`config.mk`:
```
export PLATFORM = sky130hd
export DESIGN_NAME = cpu_lsu
export DESIGN_NICKNAME = d
export VERILOG_FILES = /design/src/rtl/cpu_lsu.sv
export SDC_FILE = /design/constraint.sdc
export NUM_CORES = 1
export LEC_CHECK = 0
export ABC_AREA = 1
export BUFFER_PORTS_ARGS = -buffer_cell sky130_fd_sc_hd__buf_2
export CAP_MARGIN = 10
export CORE_MARGIN = 2
export CORE_UTILIZATION = 52
export DETAILED_ROUTE_END_ITERATION = 12
export PLACE_DENSITY = 0.8
export SLEW_MARGIN = 20
export SYNTH_ARGS = -nofsm -noshare
export SYNTH_HDL_FRONTEND = slang
export SYNTH_SLANG_ARGS = --single-unit
```
`constraint.sdc`:
```
create_clock -name clock -period 2.74 [get_ports clock]
set_input_delay 0.822 -clock clock [delete_from_list [all_inputs] [get_ports clock]]
set_output_delay 0.822 -clock clock [all_outputs]
set_load 0.01 [all_outputs]
```
`src/rtl/cpu_lsu.sv`:
```
// cpu_lsu: single-outstanding load/store unit bridging the pipeline to a request/ack data bus.
// Define CPU_LSU_MISALIGN_TRAP_EN to trap misaligned half/word accesses instead of truncating them.
module cpu_lsu #(
    parameter int TIMEOUT_CYCLES = 255
) (
    input  logic        clock,
    input  logic        reset,
    input  logic        lsu_valid,
    input  logic        lsu_write,
    input  logic [1:0]  lsu_size,
    input  logic        lsu_signed,
    input  logic [31:0] lsu_addr,
    input  logic [31:0] lsu_wdata,
    output logic        lsu_busy,
    output logic        lsu_done,
    output logic [31:0] lsu_rdata,
    output logic        lsu_fault,
    output logic        lsu_misaligned,
    output logic        cpud_request,
    output logic [31:0] cpud_addr,
    output logic        cpud_write,
    output logic [3:0]  cpud_byte_enable,
    output logic [31:0] cpud_wdata,
    input  logic [31:0] cpud_rdata,
    input  logic        cpud_ack
);
    typedef enum logic [1:0] {IDLE, REQ, WAIT} state_t;
    state_t state, state_n;
    logic [31:0] cnt;
    logic [1:0] sz, off, a_off;
    logic sg, accept, issue, trap, ack_hit, timeout;
    logic [7:0] byte_sel;
    logic [15:0] half_sel;
    logic [31:0] fmt;
    logic busy_n, done_n, fault_n, mis_n, req_n, write_n;
    logic [31:0] rdata_n, addr_n, wdata_n;
    logic [3:0] be_n;
    assign accept = state == IDLE && lsu_valid;
`ifdef CPU_LSU_MISALIGN_TRAP_EN
    assign trap = accept && ((lsu_size == 2'b01 && lsu_addr[0]) || (lsu_size[1] && lsu_addr[1:0] != 2'b00));
`else
    assign trap = 1'b0;
`endif
    assign issue = accept && !trap;
    // ack wins over an expiring count in the same cycle
    assign ack_hit = state != IDLE && cpud_ack;
    assign timeout = state == WAIT && !cpud_ack && TIMEOUT_CYCLES != 0 && cnt + 32'd1 == 32'(TIMEOUT_CYCLES);
    // ignored low bits are dropped so the access proceeds aligned
    assign a_off = lsu_size[1] ? 2'b00 : lsu_size[0] ? {lsu_addr[1], 1'b0} : lsu_addr[1:0];
    assign byte_sel = cpud_rdata[{off, 3'b000} +: 8];
    assign half_sel = off[1] ? cpud_rdata[31:16] : cpud_rdata[15:0];
    assign fmt = sz[1] ? cpud_rdata
               : sz[0] ? {{16{sg & half_sel[15]}}, half_sel}
               : {{24{sg & byte_sel[7]}}, byte_sel};
    always_ff @(posedge clock or negedge reset) begin
        if (!reset) begin
            state <= IDLE;
            cnt   <= '0;
        end else begin
            state <= state_n;
            cnt   <= state == WAIT ? cnt + 32'd1 : '0;
        end
    end
    always_comb begin
        state_n = state;
        if (issue) state_n = REQ;
        else if (ack_hit || timeout) state_n = IDLE;
        else if (state == REQ) state_n = WAIT;
    end
    always_comb begin
        done_n  = ack_hit || timeout || trap;
        fault_n = timeout;
        mis_n   = trap;
        busy_n  = state_n != IDLE;
        req_n   = state_n == REQ;
        rdata_n = ack_hit && !cpud_write ? fmt : done_n ? 32'd0 : lsu_rdata;
        addr_n  = issue ? {lsu_addr[31:2], 2'b00} : cpud_addr;
        write_n = issue ? lsu_write : cpud_write;
        be_n    = !issue ? cpud_byte_enable
                : lsu_size[1] ? 4'hF
                : lsu_size[0] ? (a_off[1] ? 4'hC : 4'h3)
                : 4'b0001 << a_off;
        wdata_n = !issue ? cpud_wdata
                : lsu_size[1] ? lsu_wdata
                : lsu_size[0] ? {2{lsu_wdata[15:0]}}
                : {4{lsu_wdata[7:0]}};
    end
    always_ff @(posedge clock or negedge reset) begin
        if (!reset) begin
            lsu_busy         <= 1'b0;
            lsu_done         <= 1'b0;
            lsu_fault        <= 1'b0;
            lsu_misaligned   <= 1'b0;
            lsu_rdata        <= '0;
            cpud_request     <= 1'b0;
            cpud_addr        <= '0;
            cpud_write       <= 1'b0;
            cpud_byte_enable <= '0;
            cpud_wdata       <= '0;
            sz               <= '0;
            sg               <= 1'b0;
            off              <= '0;
        end else begin
            lsu_busy         <= busy_n;
            lsu_done         <= done_n;
            lsu_fault        <= fault_n;
            lsu_misaligned   <= mis_n;
            lsu_rdata        <= rdata_n;
            cpud_request     <= req_n;
            cpud_addr        <= addr_n;
            cpud_write       <= write_n;
            cpud_byte_enable <= be_n;
            cpud_wdata       <= wdata_n;
            if (issue) begin
                sz  <= lsu_size;
                sg  <= lsu_signed;
                off <= a_off;
            end
        end
    end
endmodule

```
## Word-level counts from Yosys, hierarchy flattened

Cells that the tools add are included.

| cells by class | value |
|---|---|
| add/subtract/negate cells | 1 |
| equal/unequal tests | 4 |
| shift operators | 2 |
| muxes and demuxes | 16 |
| bitwise logic cells | 2 |
| reductions and logical operators | 12 |

Operators by type and width:

| cell | count |
|---|---|
| $mux W32 | 7 |
| $add A32 B1 Y32 const B | 1 |
| $eq A32 B8 Y1 const B | 1 |
| $shiftx A32 B6 Y8 | 1 |
| $mux W16 | 1 |
| $mux W4 | 3 |
| $mux W2 | 4 |
| $reduce_bool A2 Y1 | 3 |
| $logic_and A1 B1 Y1 | 5 |
| $eq A2 B1 Y1 const B | 2 |
| $shl A1 B2 Y4 const A | 1 |
| $and A1 B1 Y1 | 2 |
| $eq A2 B2 Y1 const B | 1 |
| $logic_not A1 Y1 | 2 |
| $logic_not A2 Y1 | 1 |
| $logic_or A1 B1 Y1 | 1 |
| $mux W1 | 1 |

| storage, ports and cells | value |
|---|---|
| bits in registers | 142 |
| input port bits | 104 |
| word-level logic and storage cells | 51 |

## Logic depth before layout (Yosys ltp)

| depth | value |
|---|---|
| word-level depth | 7 |
| depth in mapped cells | 15 |

## Worst setup path before layout

No wires, ideal clock.

| timing path | value |
|---|---|
| kind | reg2reg |
| start point | register cnt[1] |
| end point | register lsu_rdata[14] |
| setup time | 0.121 ns |
| arrival | 1.923 ns |
| slack | 0.696 ns |
| cell stages (with the launch flop) | 13 |
| cells stage by stage | dfrtp_1 -> ha_1 -> nand2_1 -> nor2_4 -> nand2_2 -> nor3_2 -> xnor2_1 -> nand2_1 -> nor2_2 -> nand3_2 -> buf_6 -> nand3_1 -> nand2_1 |

| between the ends | value |
|---|---|
| longest elaborated chain between the ends | 5 |

Ends and longest elaborated chain:

| element | line | text |
|---|---|---|
| from (decl) | 29 | `logic [31:0] cnt;` |
| from (signal assigned) | 61 | `cnt <= state == WAIT ? cnt + 32'd1 : '0;` |
| $add A32 B1 Y32 | 47 | `assign timeout = state == WAIT && !cpud_ack && TIMEOUT_CYCLES != 0 && cnt + 32'd1 == 32'(TIMEOUT_CYCLES);` |
| $eq A32 B8 Y1 | 47 |  |
| $logic_and A1 B1 Y1 | 47 |  |
| $logic_or A1 B1 Y1 | 71 | `done_n = ack_hit \|\| timeout \|\| trap;` |
| $reduce_bool A2 Y1 (no line) | n/a |  |
| to (signal assigned) | 108 | `lsu_rdata <= rdata_n;` |
| to (decl) | 16 | `output logic [31:0] lsu_rdata,` |

No other way between the ends.
A chain may end at the register's enable or synchronous reset.

## Final worst setup path

| timing path | value |
|---|---|
| start point | register cnt[1] |
| end point | register lsu_rdata[26] |

Same word-level chain as after synthesis.

==> metrics.csv <==
stage;metric;value;unit
sta;final.period_utilization;0.8764;
placed_design;gp_congestion;0.9468;
placed_design;dp_slack;0.3728;ns
layout;nets;1232;
pwr;fin_total_pwr;7260;uW
clocking;cts_setup_buffers;0;
run;maxCapViolCount;0;
grt;antenna_found_initial;0;
layout;area_growth;26.48;%
layout;antennaDiodeCount;0;
die;num_rows;42;
pwr;irDropWorstVdd;0.5857;mV
pwr;p_clk_frac;0.348;
drt;wl_per_cell;15.37;um
clocking;cts_buffer_depth;2;
sta;relSlewSlack;0.3394;
logic_synthesis;synth.avg_cell_area;7.635;sq um
drt;dr.pass1.iters;5;
sta;finalSetupViolCount;0;
pwr;power.density;815.4;mW/mm^2
critical_path;r2r_start;cnt[1]$_DFF_PN0_;
layout;fillers;1133;
layout;drive_gt1_frac;0.2371;
sta;hold_viol_final;0;
die;ios;210;
sta;finalMaxSlewViolations;0;
drt;vias;6953;
drt;detailedRoute.firstIterationViolations;600;
sta;hold_slack;0.3598;ns
placed_design;placed_cells;1283;
clocking;clk_latency;0.42;ns
logic_synthesis;synth-adder-area-share;0.003555;
clocking;htree_levels;4;
logic_synthesis;synth_top_family_by_area;simple AND/OR/NAND/NOR gates;
critical_path;end_kind;flip-flop;
critical_path;setup.worst_path.class;flip-flop to flip-flop;
drt;drtAntennaViolNets;0;
layout;final_cells;1315;
grt;grt_pass1_wl;32860;um
drt;drc_errors;0;
pwr;p_switching;2311;uW
clocking;cts_tree;built;
die;design.die.area;0.01448;sq mm
grt;grt-ovfl-total;0;
logic_synthesis;synth-compound-area-share;0.08781;
sta;worstMarginPinSlew;0.9899;ns
pwr;pwr-share-seq;0.398;
pwr;power_leakage;0.004700;uW
die;initial_core_util;0.5316;
logic_synthesis;ys_seq_area_frac;0.5048;
grt;grt_usage;0.2910;
grt;first_global_vias;6643;
logic_synthesis;yosys_warnings;0;
drt;wirelength;20210;um
die;fp.dieW;120.4;um
hold_path;hold_class;primary input to asynchronous set/reset pin;
die;core;0.01324;sq mm
clocking;clock_sinks;142;
drt;via_per_inst;5.287;
sta;period_minus_slack;2.401;ns
critical_path;worstPathArrival;2.70;ns
clocking;cts_hold_buf;0;
logic_synthesis;synthXorXnorAreaFrac;0.009954;
pwr;switching_share;0.3183;
logic_synthesis;syn_area;0.007039;sq mm
placed_design;io_buffers;206;
clocking;cts_resized;0;
sta;setup_slack;0.3388;ns
critical_path;required;3.04;ns
clocking;cts.root.buffer_cell;clkbuf_16;
pwr;pwr-share-comb;0.254;
critical_path;startpoint;cnt[1]$_DFF_PN0_;
critical_path;cp_max_fo;33;
clocking;clk_pin_slew;0.06;ns
critical_path;startpoint_type;flip-flop;
outcome;status;complete, no violations;
critical_path;r2r_end;lsu_rdata[26]$_DFFE_PN0P_;
critical_path;rr_worst_depth;15;
logic_synthesis;synthCells;922;
sta;setup_tns;0;ns
logic_synthesis;synth_cell_types;33;
die;die_h;120.4;um
grt;grt_max_degree;63;
pwr;p_int;4949;uW
sta;fmaxAchievable;0.4165;GHz
critical_path;cp-endpoint;lsu_rdata[26]$_DFFE_PN0P_;
placed_design;dp_hpwl;14620;um
clocking;numCtsBuffers;17;
logic_synthesis;synthSimpleGateAreaFrac;0.3295;
sta;skew;0.008050;ns
logic_synthesis;ys_ff_latch;142;
sta;grt_setup_unrepaired;no;
logic_synthesis;synth_mux_area_frac;0;
critical_path;r2r_setup_slack;0.34;ns
[power groups by stage]
stage               clock network [uW]  logic, uW  registers [uW]
floorplan                            0        763            3110
global placement                     0       1790            2910
detailed placement                   0       1850            2900
CTS                               2540       1860            2890
global route                      2650       2070            2950
finish                            2530       1840            2890
[worst min-delay path by stage]
stage,startpoint,to,slack [ns]
floorplan,cnt[0]$_DFF_PN0_,cnt[0]$_DFF_PN0_,0.45
global placement,cpud_addr[26]$_DFFE_PN0P_,cpud_addr[26]$_DFFE_PN0P_,0.46
detailed placement,cpud_addr[26]$_DFFE_PN0P_,cpud_addr[26]$_DFFE_PN0P_,0.46
CTS,reset,cpud_addr[15]$_DFFE_PN0P_,0.39
global route,reset,cpud_addr[15]$_DFFE_PN0P_,0.41
finish,reset,cpud_addr[15]$_DFFE_PN0P_,0.36
[kinds of logic after synthesis]
group,count (synthesis)
buffers and inverters,110
xor gates and xnor gates,8
AOI/OAI and AO/OA,98
adders and majority gates,2
and+or+nand+nor,561
DFF,142
other,1
[cell usage in the layout (no fill, tap or decap), types with 5 or more instances in the layout]
| master | instances |
|---|---|
| nand3b_1 | 13 |
| o21ai_0 | 37 |
| a31oi_1 | 7 |
| dfrtp_1 | 142 |
| clkbuf_8 | 5 |
| inv_1 | 68 |
| nand3_1 | 69 |
| nor2_1 | 99 |
| nand2_1 | 359 |
| a21oi_1 | 7 |
| buf_4 | 14 |
| o211ai_1 | 37 |
| clkbuf_16 | 17 |
| xor2_1 | 6 |
| nor2_4 | 5 |
| buf_2 | 205 |
[metal layers]
| metal | global-route usage | share of wire | vias up |
|---|---|---|---|
| li1 | - | - | 3347 |
| met1 | 0.3795 | 0.42 | 3240 |
| met2 | 0.4705 | 0.47 | 326 |
| met3 | 0.08066 | 0.091 | 40 |
| met4 | 0.1003 | 0.026 | 0 |
| met5 | 0 | 0 | - |
[final cells by class]
type,count,area [sq um],share of cell area
Tap cell,176,220.2,0.02473
Inverter,72,270.3,0.03035
Multi-Input combinational cell,672,3047,0.3422
Clock inverter,10,156.4,0.01757
Timing Repair Buffer,221,1162,0.1306
Sequential cell,142,3553,0.3991
Clock buffer,22,494.2,0.05551
[cell usage after synthesis, drive strengths merged]
cell | number | area (sq um)
xnor2 | 2 | 17.52
dfrtp | 142 | 3553
buf | 8 | 66.31
o21bai | 2 | 15.01
ha | 2 | 25.02
nand2 | 363 | 1370
o21ai | 39 | 198.9
nor2 | 107 | 446.7
nor3 | 4 | 25.02
clkinv | 3 | 11.26
conb | 1 | 3.750
xor2 | 6 | 52.55
nand4 | 4 | 25.02
o22ai | 3 | 18.77
a21oi | 7 | 35.03
clkbuf | 30 | 112.6
o211ai | 37 | 277.8
nand3 | 70 | 355.3
nand3b | 13 | 97.59
a31oi | 7 | 43.79
o311ai | 2 | 17.52
a21boi | 1 | 11.26
inv | 69 | 259.0
[per-stage QoR]
step / util / cell area, sq um
3_3_place_gp: 0.6232 / 8253
5_1_grt: 0.6723 / 8904
4_1_cts: 0.6723 / 8904
3_5_place_dp: 0.6232 / 8253
6_report: 0.6723 / 8904
2_1_floorplan: - / 7047
[sequential cells by signal (all words and copies together) (netlist names)]
name,cells
off,2
lsu_rdata,32
lsu_fault,1
cpud_addr,30
lsu_done,1
cpud_write,1
state,2
cpud_request,1
cpud_wdata,32
sz,2
lsu_busy,1
sg,1
cpud_byte_enable,4
cnt,32
[critical path: stages, from the launching register on]
cell	delay, ns
dfrtp_1	0.39
ha_1	0.25
nand2_1	0.11
nor2_4	0.17
nand2_2	0.14
nand2_1	0.09
nand2_1	0.07
nor2_1	0.11
nand2_1	0.10
nor2_1	0.11
nand2_1	0.06
nor2_1	0.14
nand3_2	0.10
buf_4	0.25
nand3_1	0.13
nand2_1	0.06
Note: power is estimated with default switching activity, not from simulation.
